### config.mk
export PLATFORM = sky130hd
export DESIGN_NAME = l1_mempipe_arb
export DESIGN_NICKNAME = d
export VERILOG_FILES = /design/src/rtl/mem_defs.sv /design/src/rtl/l1_mempipe_arb_rr_pick.sv /design/src/rtl/l1_mempipe_arb.sv
export SDC_FILE = /design/constraint.sdc
export NUM_CORES = 1
export LEC_CHECK = 0
export ABC_AREA = 1
export CAP_MARGIN = 20
export CORE_AREA = 5 5 112 166
export DETAILED_ROUTE_END_ITERATION = 12
export DIE_AREA = 0 0 117 171
export DONT_BUFFER_PORTS = 1
export PLACE_DENSITY = 0.65
export SKIP_LAST_GASP = 1
export SLEW_MARGIN = 20
export SYNTH_ARGS = -nofsm -noshare
export SYNTH_HDL_FRONTEND = slang
export SYNTH_HIERARCHICAL = 1
export SYNTH_SLANG_ARGS = --single-unit
### constraint.sdc
create_clock -name clk -period 4.2 [get_ports clk]
set_input_delay 0.84 -clock clk [delete_from_list [all_inputs] [get_ports clk]]
set_output_delay 0.84 -clock clk [all_outputs]
set_load 0.1 [all_outputs]
### src/rtl/mem_defs.sv
// Shared L1 mempipe types: address/way/set types, the arbiter op
// type and issued-packet layout, plus arbiter sizing constants.
package mem_defs;

   localparam int MEMPIPE_ARB_NUM_REQ     = 4;
   localparam int MEMPIPE_STARVE_LIMIT    = 16;
   localparam int MEMPIPE_CONFLICT_STAGES = 3;

   localparam int PADDR_W   = 40;
   localparam int L1_WAYS   = 4;
   localparam int L1_SET_LO = 6;
   localparam int L1_SET_HI = 11;

   typedef logic [PADDR_W-1:0]         t_paddr;
   typedef logic [$clog2(L1_WAYS)-1:0] t_l1_way;
   typedef logic [L1_SET_HI:L1_SET_LO] t_l1_set;

   typedef enum logic [1:0] {
      ARB_FILL,
      ARB_EVICT,
      ARB_STORE,
      ARB_LOAD
   } t_arb_type;

   typedef struct packed {
      t_arb_type arb_type;
      t_l1_way   arb_way;
      t_paddr    paddr;
      logic      wr;
   } t_mempipe_arb;

   typedef struct packed {
      logic    vld;
      t_l1_set set_idx;
   } t_conflict_ent;

   function automatic t_l1_set l1_set_of(input t_paddr pa);
      return pa[L1_SET_HI:L1_SET_LO];
   endfunction

endpackage

### src/rtl/l1_mempipe_arb_rr_pick.sv
// Round-robin picker: one-hot select of the first set bit at or after ptr.
// Ports: req (request vector), ptr (start index), pick (one-hot result).
module rr_pick #(
   parameter int N = 3,
   localparam int PW = (N > 1) ? $clog2(N) : 1
) (
   input  logic [N-1:0]  req,
   input  logic [PW-1:0] ptr,
   output logic [N-1:0]  pick
);

   always_comb begin
      logic found;
      int   idx;
      pick  = '0;
      found = 1'b0;
      idx   = 0;
      for (int off = 0; off < N; off++) begin
         idx = (int'(ptr) + off) % N;
         if (!found && req[idx]) begin
            pick[idx] = 1'b1;
            found     = 1'b1;
         end
      end
   end

endmodule

### src/rtl/l1_mempipe_arb.sv
// L1 mempipe arbiter: picks one MM0 request per cycle (FILL first, RR
// otherwise, starvation override), blocks same-set hazards against
// in-flight writes, registers the issued op as the MM1 packet.
// Ports: clk/reset; per-requester vld/paddr/way/wr; pipe_stall;
// req_gnt_mm0 (comb one-hot); arb_vld_mm1/arb_pkt_mm1; starve_any.
module l1_mempipe_arb
   import mem_defs::*;
#(
   parameter int NUM_REQ         = MEMPIPE_ARB_NUM_REQ,
   parameter int STARVE_LIMIT    = MEMPIPE_STARVE_LIMIT,
   parameter int CONFLICT_STAGES = MEMPIPE_CONFLICT_STAGES
) (
   input  logic                   clk,
   input  logic                   reset,
   input  logic [NUM_REQ-1:0]     req_vld_mm0,
   input  t_paddr [NUM_REQ-1:0]   req_paddr_mm0,
   input  t_l1_way [NUM_REQ-1:0]  req_way_mm0,
   input  logic [NUM_REQ-1:0]     req_wr_mm0,
   input  logic                   pipe_stall,
   output logic [NUM_REQ-1:0]     req_gnt_mm0,
   output logic                   arb_vld_mm1,
   output t_mempipe_arb           arb_pkt_mm1,
   output logic                   starve_any
);

   localparam int CW = $clog2(STARVE_LIMIT + 1);
   localparam int IW = $clog2(NUM_REQ);
   localparam int RN = NUM_REQ - 1;
   localparam int RW = (RN > 1) ? $clog2(RN) : 1;

   logic [CW-1:0] cnt_q [NUM_REQ];
   logic [CW-1:0] cnt_d [NUM_REQ];
   logic [IW-1:0] rr_ptr_q, rr_ptr_d;
   t_conflict_ent [CONFLICT_STAGES-1:0] cfl_q, cfl_d;
   logic          arb_vld_q, arb_vld_d;
   t_mempipe_arb  arb_pkt_q, arb_pkt_d;
   logic          starve_any_q, starve_any_d;

   logic [NUM_REQ-1:0] conflict;
   logic [NUM_REQ-1:0] elig;
   logic [NUM_REQ-1:0] starved;
   logic [NUM_REQ-1:0] gnt;
   logic [RN-1:0]      rr_vec;
   logic [RW-1:0]      rr_start;
   logic [IW-1:0]      gnt_idx;

   always_comb begin
      conflict = '0;
      elig     = '0;
      starved  = '0;
      for (int i = 0; i < NUM_REQ; i++) begin
         for (int k = 0; k < CONFLICT_STAGES; k++) begin
            if (cfl_q[k].vld &&
                cfl_q[k].set_idx == l1_set_of(req_paddr_mm0[i]))
               conflict[i] = 1'b1;
         end
         elig[i]    = req_vld_mm0[i] & ~pipe_stall & ~conflict[i];
         starved[i] = (cnt_q[i] == CW'(STARVE_LIMIT));
      end
   end

   // RR group covers indices 1..NUM_REQ-1; rr_ptr is kept in that range.
   assign rr_start = RW'(rr_ptr_q - IW'(1));

   rr_pick #(.N(RN)) u_rr_pick (
      .req  (elig[NUM_REQ-1:1]),
      .ptr  (rr_start),
      .pick (rr_vec)
   );

   // A starved requester owns the slot even when it cannot take it.
   always_comb begin
      logic found;
      gnt   = '0;
      found = 1'b0;
      if (|starved) begin
         for (int i = 0; i < NUM_REQ; i++) begin
            if (!found && starved[i]) begin
               found  = 1'b1;
               gnt[i] = elig[i];
            end
         end
      end else if (elig[0]) begin
         gnt[0] = 1'b1;
      end else begin
         gnt = {rr_vec, 1'b0};
      end
      if (reset)
         gnt = '0;
   end

   assign req_gnt_mm0 = gnt;

   always_comb begin
      gnt_idx = '0;
      for (int i = 0; i < NUM_REQ; i++)
         if (gnt[i])
            gnt_idx = IW'(i);
   end

   always_comb begin
      rr_ptr_d = rr_ptr_q;
      if (|gnt[NUM_REQ-1:1])
         rr_ptr_d = (gnt_idx == IW'(NUM_REQ - 1)) ? IW'(1)
                                                  : gnt_idx + IW'(1);

      starve_any_d = 1'b0;
      for (int i = 0; i < NUM_REQ; i++) begin
         if (gnt[i] || !req_vld_mm0[i])
            cnt_d[i] = '0;
         else if (starved[i])
            cnt_d[i] = cnt_q[i];
         else
            cnt_d[i] = cnt_q[i] + CW'(1);
         if (cnt_d[i] == CW'(STARVE_LIMIT))
            starve_any_d = 1'b1;
      end

      // Shifts every cycle; a no-grant or read cycle inserts a bubble.
      cfl_d[0].vld     = (|gnt) & req_wr_mm0[gnt_idx];
      cfl_d[0].set_idx = l1_set_of(req_paddr_mm0[gnt_idx]);
      for (int k = 1; k < CONFLICT_STAGES; k++)
         cfl_d[k] = cfl_q[k-1];

      arb_vld_d = |gnt;
      arb_pkt_d = arb_pkt_q;
      if (|gnt) begin
         arb_pkt_d.arb_type = t_arb_type'(gnt_idx);
         arb_pkt_d.arb_way  = req_way_mm0[gnt_idx];
         arb_pkt_d.paddr    = req_paddr_mm0[gnt_idx];
         arb_pkt_d.wr       = req_wr_mm0[gnt_idx];
      end
   end

   always_ff @(posedge clk) begin
      if (reset) begin
         for (int i = 0; i < NUM_REQ; i++)
            cnt_q[i] <= '0;
         rr_ptr_q     <= IW'(1);
         cfl_q        <= '0;
         arb_vld_q    <= 1'b0;
         arb_pkt_q    <= '0;
         starve_any_q <= 1'b0;
      end else begin
         for (int i = 0; i < NUM_REQ; i++)
            cnt_q[i] <= cnt_d[i];
         rr_ptr_q     <= rr_ptr_d;
         cfl_q        <= cfl_d;
         arb_vld_q    <= arb_vld_d;
         arb_pkt_q    <= arb_pkt_d;
         starve_any_q <= starve_any_d;
      end
   end

   assign arb_vld_mm1 = arb_vld_q;
   assign arb_pkt_mm1 = arb_pkt_q;
   assign starve_any  = starve_any_q;

endmodule

==> summary.txt, run 1 <==
Outcome
  – Status: finished, final reports clean

STA
  – WHS: 0.533 ns
  – Min Tclk post-route: 4.01 ns
  – Fmax: 249 MHz
  – RSZ-0062 raised after global routing: no
  – Final setup violation count: 0
  – Final Hold Viols: 0
  – Clock skew: 0.0121 ns
  – Setup TNS: 0 ns
  – Period utilization: 95.5%
  – Pins over their slew limit: 0
  – Least-Margin Pin Slew: 1.05 ns
  – Slew margin rel.: 29.8%

Route
  – DRC violation total after the first TritonRoute iteration: 425
  – Wire per inst: 16.1 um
  – Via density: 5.04
  – Total Wirelength: 22100 um
  – First drt pass iteration count: 5
  – DRT antenna net count: 0
  – Drt drc: 0
  – Total number of vias: 6935

Finish
  – Area Growth Syn to Fin: 7.33%
  – Register area: 1800 sq um
  – Multi-input logic area: 3900 sq um
  – Commonest non-fill, non-tap cell in the layout: nand2_1
  – Layout cell share with drive strength beyond 1: 5.58%
  – Fill cell count: 1957
  – Antenna Cells: 0
  – Nets: 1351
  – Most frequent cells in the layout: nand2_1 (500), nand3_1 (153), inv_1 (151)
  – Design area: 7100 sq um

Yosys
  – Mapped Nets: 1370
  – Post-synthesis cell area: 6620 sq um
  – Yosys warns: 6
  – Syn Area/Cell: 5.62 sq um
  – #FFs+latches synth: 90
  – Syn Inst Count: 1178
  – Register area share after synthesis: 27.2%
  – Synth cell types: 33

Power and ir drop
  – Leak pwr: 3.85 nW
  – Clock power share: 14.1%
  – Maximum vdd ir drop: 0.392 mV
  – Pwr/cell area: 815 nW/um^2
  – Power Internal: 2.35 mW
  – Psw: 3.44 mW
  – Sequential power share: 43.6%
  – Sw Ratio: 59.4%
  – Combinational power share: 42.3%

Clocking
  – Clk_lat worst skew: 0.35 ns
  – Root buf cell: clkbuf_16
  – Setup bufs post-CTS: 0
  – CTS Buffer Depth: 2
  – Cts repair resizes: 0
  – Clk slew on worst S/H paths: 0.06 ns
  – CTS Hold Bufs: 0
  – CTS buffer count: 9
  – CTS H-Tree Depth: 3
  – CTS tree: built
  – Clock sink total: 90

Global routing
  – Initial antenna violation count: 0
  – Gr ovfl total: 0
  – Vias in the first global route: 6529
  – Pin count of the biggest net entering global routing: 88
  – GRT Resource Usage Total: 21.5%
  – Global-route wire length before repair: 33500 um

Worst setup path
  – CP bufs+invs: 4
  – Critical path depth: 17
  – Kind of cell adding the most delay to the critical path: simple AND/OR/NAND/NOR gates
  – Setup CP Type: reg2out
  – Most common cell on crit path: nand2_1
  – Cells on worst reg2reg path: 22
  – Crit-path cells: inv_2 -> o21ai_0 -> nor2_1 -> nand2_1 -> nor2_1 -> nor4_1 -> nand2_1 -> nand3_1 -> nand2_1 -> inv_1 -> nand3_1 -> nand3_1 -> nand3_1 -> nand2_1 -> nand2_1 -> inv_1 -> buf_12
  – Startpoint Class: register
  – Crit path required time: 3.36 ns
  – Max incr delay on CP: 0.56 ns
  – Slowest stage cell, crit path: nor4_1
  – FF-to-FF setup slack: 0.48 ns
  – Worst EP arrival: 3.17 ns
  – Worst Setup End Kind: output pin
  – Critical-path maximum fanout: 5

Placement
  – Buffers added on ports: 0
  – GP Congestion: 0.979
  – Post-detail-place hpwl: 17000 um
  – Placed inst area: 6810 sq um

Die
  – Ports: 230
  – Core area: 17100 sq um
  – Die H: 171 um
  – DIE WIDTH: 117 um
  – Die area: 20000 sq um
  – Starting Density: 38.6%
  – # rows: 59

Min path
  – WHS Path Cells: 2
  – Min-delay worst type: reg2reg

Job
  – Maxcap violations: 0
-- worst register-to-register path: stages (launching register included) --
cell	delay [ns]
dfxtp_1	0.44
inv_2	0.09
o21ai_0	0.27
nor2_1	0.07
nand2_1	0.07
nor2_1	0.05
nor4_1	0.56
nand2_1	0.13
nand3_1	0.09
nand2_1	0.10
inv_1	0.12
nand3_1	0.09
nand3_1	0.10
nand3_1	0.07
nand2_1	0.12
nand3_4	0.28
nand2_4	0.16
buf_12	0.27
nand2_1	0.19
nand2_1	0.14
nand2_1	0.06
nand3_1	0.07
nand2_1	0.05
-- power groups by stage --
stage,clock (mW),sequential (mW),combinational (mW)
2_1_floorplan,0,2.43,1.98
3_3_place_gp,0,2.54,2.46
3_5_place_dp,0,2.54,2.48
4_1_cts,0.847,2.52,2.48
5_1_grt,0.884,2.55,2.80
6_report,0.815,2.52,2.45
-- metal layers --
metal / wire length (um) / vias to the layer above / track usage (%) / share of wire [%]
li1: - / 3556 / - / -
met3: 1640 / 70 / 4.60 / 7.4
met2: 11100 / 258 / 37.8 / 50
met4: 1190 / 0 / 13.4 / 5.4
met5: 0 / - / 0 / 0
met1: 8240 / 3051 / 22.9 / 37
-- metrics by stage --
step	cells	total power, mW	utilization, %	setup slack, ns
2_1_floorplan	1178	4.41	-	0.0721
3_3_place_gp	1361	5.00	39.8	0.265
3_5_place_dp	1361	5.01	39.8	0.235
4_1_cts	1377	5.85	41.5	0.181
5_1_grt	1377	6.23	41.5	0.0150
6_report	1377	5.79	41.5	0.190
-- kinds of logic (layout without fill, tap and decap cells) --
logic type	Yosys count	after routing	synth area share, %
flip-flops	90	90	27.2
AND/OR/NAND/NOR	794	794	50.1
buffers and inverters	218	204	14.0
AO/OA/AOI/OAI	42	42	3.44
adder cells (fa/ha/maj)	13	13	2.46
XOR/XNOR	21	21	2.78
-- area by class of cell --
type	count	share of cell area, %
Inverter	172	9.12
Timing Repair Buffer	16	2.75
Clock buffer	10	3.22
Tap cell	213	3.75
Multi-Input combinational cell	870	54.8
Sequential cell	90	25.4
Clock inverter	6	0.951
-- path summary, 6_finish.rpt --
check	startpoint	to
worst min register to register	rr_ptr_q[0]	rr_ptr_q[0]
worst max-delay path	cfl_q[19]	req_gnt_mm0[2]
worst max register to register	cfl_q[19]	arb_pkt_mm1[25]
worst min-delay path	rr_ptr_q[0]	rr_ptr_q[0]
-- cell usage after synthesis, drive strengths merged --
cell type | instances | area share (%)
ha | 13 | 2.5
nor3 | 7 | 0.53
xnor2 | 11 | 1.5
o211ai | 1 | 0.11
nor2 | 105 | 6.4
buf | 32 | 3.4
or2 | 1 | 0.095
dfxtp | 90 | 27
nand3b | 2 | 0.23
a41oi | 1 | 0.13
nand2 | 506 | 29
clkbuf | 14 | 0.79
nand4 | 11 | 1.0
xor2 | 10 | 1.3
nor4 | 7 | 0.66
o21ai | 23 | 1.7
a21oi | 17 | 1.5
nand3 | 155 | 12
inv | 172 | 9.8
-- flip-flops by register name, summed over array words and instances, names as in the netlist --
| register | cells |
|---|---|
| cfl_d | 14 |
| arb_vld_mm1 | 1 |
| cfl_q | 7 |
| starve_any | 1 |
| cnt_q | 20 |
| rr_ptr_q | 2 |
| arb_pkt_mm1 | 45 |
(Power assumes the default switching activity.)
==> run 2: changes to the inputs <==
CORE_AREA = 5 5 97 144   (was 5 5 112 166)
DIE_AREA = 0 0 102 149   (was 0 0 117 171)
HOLD_SLACK_MARGIN = 0.03   (was not set)
PLACE_DENSITY = 0.8   (was 0.65)
==> summary.txt, run 2 (synthesis results as in run 1) <==
STA
  – Final setup violation count: 0 (unchanged)
  – Fmax: 257 MHz (+3.2%)
  – Period utilization: 92.5% (-2.9 points)
  – Setup TNS: 0 ns (unchanged)
  – Clock skew: 0.00748 ns (-0.00458 ns)
  – Min Tclk post-route: 3.89 ns (-0.124 ns)
  – Final worst slack: 0.314 ns (+0.124 ns)
  – Slew margin rel.: 27.9% (-2.0 points)
  – Pins over their slew limit: 0 (unchanged)
  – Least-Margin Pin Slew: 1.08 ns (+0.0296 ns)
  – Final Hold Viols: 0 (unchanged)
  – RSZ-0062 raised after global routing: no

Die
  – Core area: 12400 sq um (-27%)
  – Die area: 15200 sq um (-24%)
  – Starting Density: 53.2% (+15 points)
  – Ports: 230 (unchanged)
  – Die H: 149 um (-13%)
  – DIE WIDTH: 102 um (-13%)
  – # rows: 50 (-15%)

Placement
  – Post-detail-place hpwl: 16500 um (-2.9%)
  – GP Congestion: 0.981 (+0.27%)
  – Pre-CTS WS: 0.316 ns (+0.0810 ns)
  – Buffers added on ports: 0 (unchanged)

Power and ir drop
  – Power, Total: 5.83 mW (+0.66%)
  – Leak pwr: 3.87 nW (+0.44%)
  – Maximum vdd ir drop: 0.356 mV (-9.3%)
  – Pwr/cell area: 825 nW/um^2 (+1.3%)

Finish
  – Most frequent cells in the layout: nand2_1 (500), nand3_1 (153), inv_1 (151)
  – Multi-input logic area: 3900 sq um (+0.16%)
  – Largest register FFs: 45 (unchanged)
  – Fill cell count: 1297 (-34%)
  – Antenna Cells: 0 (unchanged)
  – Area Growth Syn to Fin: 6.67%
  – Commonest non-fill, non-tap cell in the layout: nand2_1
  – Nets: 1350 (-0.074%)
  – Layout cell share with drive strength beyond 1: 5.67% (+0.091 points)
  – Register area: 1800 sq um (unchanged)

Clocking
  – CTS tree: built
  – CTS Hold Bufs: 0 (unchanged)
  – CTS buffer count: 9 (unchanged)
  – Clk_lat worst skew: 0.34 ns (about the same)
  – Clk slew on worst S/H paths: 0.06 ns (about the same)
  – CTS Buffer Depth: 2 (unchanged)
  – Clock sink total: 90 (unchanged)
  – Root buf cell: clkbuf_16
  – CTS H-Tree Depth: 3 (unchanged)

Worst setup path
  – R2r endpoint: arb_pkt_mm1[7]
  – Worst Setup End Kind: output pin
  – Critical-path maximum fanout: 4 (-1)
  – Reg2reg start: cfl_q[17]
  – FF-to-FF setup slack: 0.74 ns (+0.26 ns)
  – Startpoint Class: primary input
  – Crit path required time: 3.36 ns (about the same)
  – Critical path launch point: req_paddr_mm0[49]
  – Worst EP arrival: 3.05 ns (-0.12 ns)
  – Cells on worst reg2reg path: 22 (unchanged)
  – Setup CP Type: in2out
  – Critical path endpoint: req_gnt_mm0[2]

Job
  – Maxcap violations: 0 (unchanged)

Min path
  – Min-delay worst type: reg2reg

Route
  – DRT antenna net count: 0 (unchanged)
  – Via density: 5.36 (+6.5%)
  – Total number of vias: 7076 (+2.0%)
  – Total Wirelength: 21300 um (-4.0%)
  – DRC violation total after the first TritonRoute iteration: 374 (-12%)
  – Wire per inst: 16.1 um (+0.25%)
  – First drt pass iteration count: 6 (+1)
  – Drt drc: 0 (unchanged)

Global routing
  – Pin count of the biggest net entering global routing: 61 (-31%)
  – Gr ovfl total: 0 (unchanged)
  – Vias in the first global route: 6646 (+1.8%)
  – Global-route wire length before repair: 32500 um (-3.1%)
  – Initial antenna violation count: 0 (unchanged)
  – GRT Resource Usage Total: 26.9% (+5.4 points)

Outcome
  – Status: finished, final reports clean
==> run 2: metal layers <==
metal | vias up | global-route usage (%) | part of all wire, %
li1 | 3546 | - | -
met1 | 3121 | 28.3 | 36
met2 | 337 | 49.2 | 51
met3 | 72 | 6.18 | 9.0
met4 | 0 | 12.9 | 4.5
met5 | - | 0 | 0
==> run 2: worst min-delay path by stage <==
stage                 from     endpoint  slack, ns  depth (start not counted)
2_1_floorplan    cfl_d[20]    cfl_q[20]       0.45                          2
3_3_place_gp   rr_ptr_q[0]  rr_ptr_q[0]       0.50                          2
3_5_place_dp   rr_ptr_q[0]  rr_ptr_q[0]       0.53                          2
4_1_cts        rr_ptr_q[0]  rr_ptr_q[0]       0.54                          2
5_1_grt              reset  cnt_q[1][3]       0.55                          1
6_report       rr_ptr_q[0]  rr_ptr_q[0]       0.55                          2
==> run 2: timing repair <==
action,CTS,global route
setup endpoints to repair,0,1
resized for setup,0,1
setup buffers,0,0
==> run 2: stage by stage <==
stage	instances	util, %	instance area (sq um)	hold slack (ns)
final	1319	56.7	7060	0.547
after global routing	1319	56.7	7060	0.551
after CTS	1319	56.7	7050	0.542
after detailed placement	1303	54.1	6730	0.526
after global placement	1303	54.1	6730	0.501
after floorplan	1178	-	6620	0.452
==> run 2: critical path, cell delays in order <==
cell and delay [ns]:
inv_1 0.11, nand2_1 0.08, o21ai_0 0.09, nor2_1 0.06
nand2_1 0.05, nor2_1 0.05, nor4_1 0.49, nand2_1 0.10
nand3_1 0.10, nand2_1 0.11, inv_1 0.11, nand3_1 0.08
nand3_1 0.11, nand3_1 0.08, nand2_1 0.06, nand2_1 0.12
inv_1 0.10, buf_4 0.29
==> run 2: final cells by class <==
type / instances / area share [%]
Sequential cell: 90 / 25.5
Clock inverter: 7 / 1.42
Timing Repair Buffer: 15 / 2.66
Clock buffer: 9 / 3.19
Multi-Input combinational cell: 870 / 55.3
Inverter: 172 / 9.18
Tap cell: 156 / 2.76
==> run 2: power by group <==
| group | total (mW) | switching (mW) | leakage (nW) | internal (mW) |
|---|---|---|---|---|
| Clock | 0.881 | 0.354 | 0.154 | 0.527 |
| Sequential | 2.51 | 1.41 | 0.742 | 1.10 |
| Combinational | 2.43 | 1.65 | 2.98 | 0.785 |
| Total | 5.83 | 3.41 | 3.87 | 2.41 |
==> run 3: changes to the inputs <==
CORE_AREA = 3 3 95 142   (was 5 5 97 144)
DIE_AREA = 0 0 98 145   (was 0 0 102 149)
PLACE_DENSITY = 0.83   (was 0.8)
clock period = 3.5 ns   (was 4.2 ns; I/O delays follow)
==> summary.txt, run 3 (synthesis results as in run 1) <==
Route
  – Total Wirelength: 21000 um (-1.1%)
  – Total number of vias: 7179 (+1.5%)
  – Via density: 5.38 (+0.31%)
  – DRT antenna net count: 0 (unchanged)
  – First drt pass iteration count: 8 (+2)
  – DRC violation total after the first TritonRoute iteration: 366 (-2.1%)
  – Wire per inst: 15.8 um (-2.2%)
  – Drt drc: 0 (unchanged)

Finish
  – Largest register FFs: 45 (unchanged)
  – Fill cell count: 1265 (-2.5%)
  – Layout cell share with drive strength beyond 1: 9.68% (+4.0 points)
  – Most frequent cells in the layout: nand2_1 (495), nand3_1 (151), inv_1 (146)
  – Commonest non-fill, non-tap cell in the layout: nand2_1
  – Design area: 7260 sq um (+2.9%)
  – Area Growth Syn to Fin: 9.75%
  – Nets: 1365 (+1.1%)
  – Antenna Cells: 0 (unchanged)

STA
  – Pins over their slew limit: 0 (unchanged)
  – Fmax: 292 MHz
  – WHS: 0.424 ns (-0.123 ns)
  – Min Tclk post-route: 3.43 ns
  – Final setup violation count: 0 (unchanged)
  – Slew margin rel.: 28.0% (+0.13 points)
  – Period utilization: 98.0%
  – RSZ-0062 raised after global routing: yes
  – Clock skew: 0.0102 ns (+0.00275 ns)
  – Final Hold Viols: 0 (unchanged)
  – Least-Margin Pin Slew: 1.08 ns (-0.00191 ns)

Clocking
  – CTS Buffer Depth: 2 (unchanged)
  – CTS H-Tree Depth: 3 (unchanged)
  – Clock sink total: 90 (unchanged)
  – CTS buffer count: 9 (unchanged)
  – CTS Hold Bufs: 0 (unchanged)
  – CTS tree: built
  – Clk_lat worst skew: 0.35 ns (about the same)
  – Clk slew on worst S/H paths: 0.07 ns (about the same)
  – Root buf cell: clkbuf_16

Worst setup path
  – Critical-path maximum fanout: 7 (+3)
  – Crit path required time: 2.80 ns (-0.56 ns)
  – Worst Setup End Kind: output pin
  – Setup CP Type: in2out
  – Worst EP arrival: 2.73 ns (-0.32 ns)
  – Startpoint Class: primary input

Global routing
  – GRT Resource Usage Total: 28.7% (+1.8 points)
  – Vias in the first global route: 6955 (+4.6%)
  – Pin count of the biggest net entering global routing: 55 (-9.8%)
  – Initial antenna violation count: 0 (unchanged)
  – Gr ovfl total: 0 (unchanged)
  – Global-route wire length before repair: 33300 um (+2.7%)

Power and ir drop
  – Maximum vdd ir drop: 0.542 mV (+52%)
  – Leak pwr: 3.93 nW (+1.4%)
  – Pwr/cell area: 976 nW/um^2 (+18%)

Die
  – Die H: 145 um (-2.7%)
  – Core area: 12400 sq um (unchanged)
  – # rows: 50 (unchanged)
  – Ports: 230 (unchanged)
  – Die area: 14200 sq um (-6.5%)
  – Starting Density: 53.2% (unchanged)
  – DIE WIDTH: 98 um (-3.9%)

Job
  – Maxcap violations: 0 (unchanged)

Placement
  – GP Congestion: 0.990 (+0.90%)
  – Buffers added on ports: 0 (unchanged)
  – Placed inst area: 6830 sq um (+1.5%)
  – Post-detail-place hpwl: 16400 um (-0.92%)

Min path
  – Min-delay worst type: in2reg

Outcome
  – Status: finished, final reports clean
-- run 3: cell count changes in the layout (fill, tap and decap cells not counted), moves of 3 or more --
cell     previous run  this run
dfxtp_4             0         4
inv_1             151       146
o21ai_0            19        16
nor2_2              2         5
nand2_2             3         8
nor2_1            101        96
dfxtp_1            90        75
o21ai_1             4         7
buf_4               9        22
dfxtp_2             0        11
nand2_1           500       495
-- run 3: timing repair --
| item | in CTS | in global routing |
|---|---|---|
| setup buffers | 0 | 7 |
| pin swaps | 0 | 9 |
| resized for setup | 5 | 37 |
| endpoints found under the setup margin | 3 | 4 |
-- run 3: critical path, cell delays in order --
cell	delay [ns]
inv_1	0.08
a21oi_1	0.20
nand4_1	0.15
nor2_2	0.21
nor4_2	0.06
buf_4	0.14
nand2_2	0.06
nand2_2	0.07
a21oi_4	0.24
nand3_1	0.12
nand3_1	0.10
nand3_1	0.09
nand2_2	0.11
nand2_2	0.08
inv_2	0.12
buf_12	0.19
-- run 3: worst paths after layout --
path,from,to,slack (ns),cells after the start
worst max-delay path,req_paddr_mm0[50],req_gnt_mm0[1],0.07,16
worst min-delay path,reset,cnt_q[3][0],0.42,1
worst max register to register,cfl_d[8],arb_pkt_mm1[14],0.42,22
worst min register to register,cfl_d[9],cfl_d[16],0.53,2
-- run 3: routing by layer --
metal	vias to the layer above	share of wire [%]	global-route usage (%)
met5	-	0	0
met4	0	6.2	18.8
met3	88	7.8	6.25
met2	349	50	49.9
met1	3151	36	30.6
li1	3591	-	-
-- run 3: final cells by class --
class | count | area [sq um] | share of cell area (%)
repair buffers | 30 | 325 | 4.48
inverters | 172 | 662 | 9.11
clock inverters | 6 | 50.0 | 0.689
clock buffers | 10 | 239 | 3.29
well taps | 156 | 195 | 2.69
flip-flops and latches | 90 | 1830 | 25.2
multi-input cells | 870 | 3960 | 54.5
-- run 3: report_power, final --
part / internal [mW] / leakage, nW / switching (mW)
clock: 0.510 / 0.141 / 0.441
sequential: 1.33 / 0.748 / 1.70
combinational: 1.08 / 3.04 / 2.02
total: 2.92 / 3.93 / 4.17
-- run 3: metrics by stage --
stage	power [mW]	setup WS, ns	TNS [ns]	utilization [%]	std cells
2_1_floorplan	5.30	0.0246	0	-	1178
3_3_place_gp	6.02	0.0170	0	54.9	1311
3_5_place_dp	6.07	-0.00630	-0.00630	54.9	1311
4_1_cts	7.05	0.000982	0	57.2	1327
5_1_grt	7.61	-0.0360	-0.0696	58.4	1334
6_report	7.09	0.0710	0	58.4	1334
==> RTL edit: new RTL, settings of run 3 <==
`MEMPIPE_STARVE_LIMIT`: 16 -> 8.
--- a/src/rtl/mem_defs.sv
+++ b/src/rtl/mem_defs.sv
@@ -3,7 +3,7 @@
 package mem_defs;
 
    localparam int MEMPIPE_ARB_NUM_REQ     = 4;
-   localparam int MEMPIPE_STARVE_LIMIT    = 16;
+   localparam int MEMPIPE_STARVE_LIMIT    = 8;
    localparam int MEMPIPE_CONFLICT_STAGES = 3;
 
    localparam int PADDR_W   = 40;
Behaviour: no difference found for any inputs over 4 cycles, from zero or initial values and one cycle with reset high; that may be too few to reach the edited logic, so the function may still have changed.
==> RTL edit against run 3 <==
Via count shrank 4.0%. Synthesized area shrank 4.0%. Global-route usage shrank 0.94 points. Design area shrank 2.4%. Register-to-register slack lost 70 ps. Setup slack gained 68 ps. Synthesized cell count shrank 3.5%. Clock skew shrank 0.87 ps. Sequential share of layout area shrank 0.52 points. Sequential cell count shrank 4. Total power grew 0.75%. Routed wire length shrank 3.8%.
==> RTL edit: results (changes against run 3) <==
Setup path
The biggest fanout along the worst timing path is 5 (-2). The largest stage delay on the critical path is 350 ps (+110 ps).

Global route
The global-route track usage on met1 is 0.3109 (+0.005015). The maximum number of pins on one net before global-route repair is 45 (-18%). The global router's overall resource usage is 0.2772 (-0.009447). The met2 usage in global routing is 0.4915 (-0.007162).

Logic synthesis
The number of different library cells in the post-synthesis netlist was 32 (-3.0%). In the post-synthesis netlist, the biggest area contributors are sky130_fd_sc_hd__nand2_1 28%, sky130_fd_sc_hd__dfxtp_1 27%, sky130_fd_sc_hd__nand3_1 13%. The synthesized-area fraction occupied by ao, oa, aoi and oai cells is 0.03702 (+0.002611). The share of the synthesized netlist area taken by xor and xnor gates is 0.02756 (-0.0002238). The average cell area after synthesis is 5.589 um^2 (-0.53%).

Drt
The met3 wirelength from detailed routing is 1514 um (-7.7%). The number of detailed-route iterations in the first pass is 5 (-3). The detailed-route vias per instance is 5.310 (-1.3%). The final wirelength is 20220 um (-3.8%).

Run status
The run finished with clean final reports.

Clocking
The number of resized instances in the post-cts repair step is 1 (-4).

Cells and area
The relative area of clock buffers and inverters in the final design was 0.04448 (+0.004697). The total area of multi-input combinational cells was 3789 um^2 (-4.4%). The summed area of non-filler cells in the final layout is 7088 um^2 (-2.4%).

The final design utilization is 0.5693 (-0.01417). The non-clock buffer total of the final layout is 33 (+10%).

Pwr
The clock network fraction of total power came to 0.142 (+0.008). The power in combinational cells is 3.15 mW (+1%).

STA
The pin slew with the least headroom to its limit is 1072 ps (-6.475 ps). The clock tree skew after final layout is 9.367 ps (-0.8693 ps).

Placed design
The placement-stage worst setup slack is 143.2 ps (+149.5 ps).
-- RTL edit: changes by cell type in the layout (fill, tap and decap cells not counted), moves of 4 or more --
cell                             run 3  this run
sky130_fd_sc_hd__nand3_1           151       161
sky130_fd_sc_hd__nand2_1           495       467
sky130_fd_sc_hd__o21ai_0            16        12
sky130_fd_sc_hd__nand4_1            11         4
sky130_fd_sc_hd__xor2_1             10         6
sky130_fd_sc_hd__dfxtp_1            75        70
-- RTL edit: final timing paths --
kind	from	endpoint	slack, ps	depth (start not counted)
worst min register to register	cfl_d[17]	cfl_q[17]	490	2
worst max-delay path	cfl_d[17]	req_gnt_mm0[3]	140	19
worst max register to register	cfl_q[17]	arb_pkt_mm1[29]	350	24
worst min-delay path	reset	cnt_q[3][0]	430	1
-- RTL edit: cells by family after synthesis --
logic type	count (synthesis)
AOI/OAI and AO/OA	43
xor gates and xnor gates	20
adders and majority gates	13
buffers and inverters	220
DFF	86
and+or+nand+nor	755
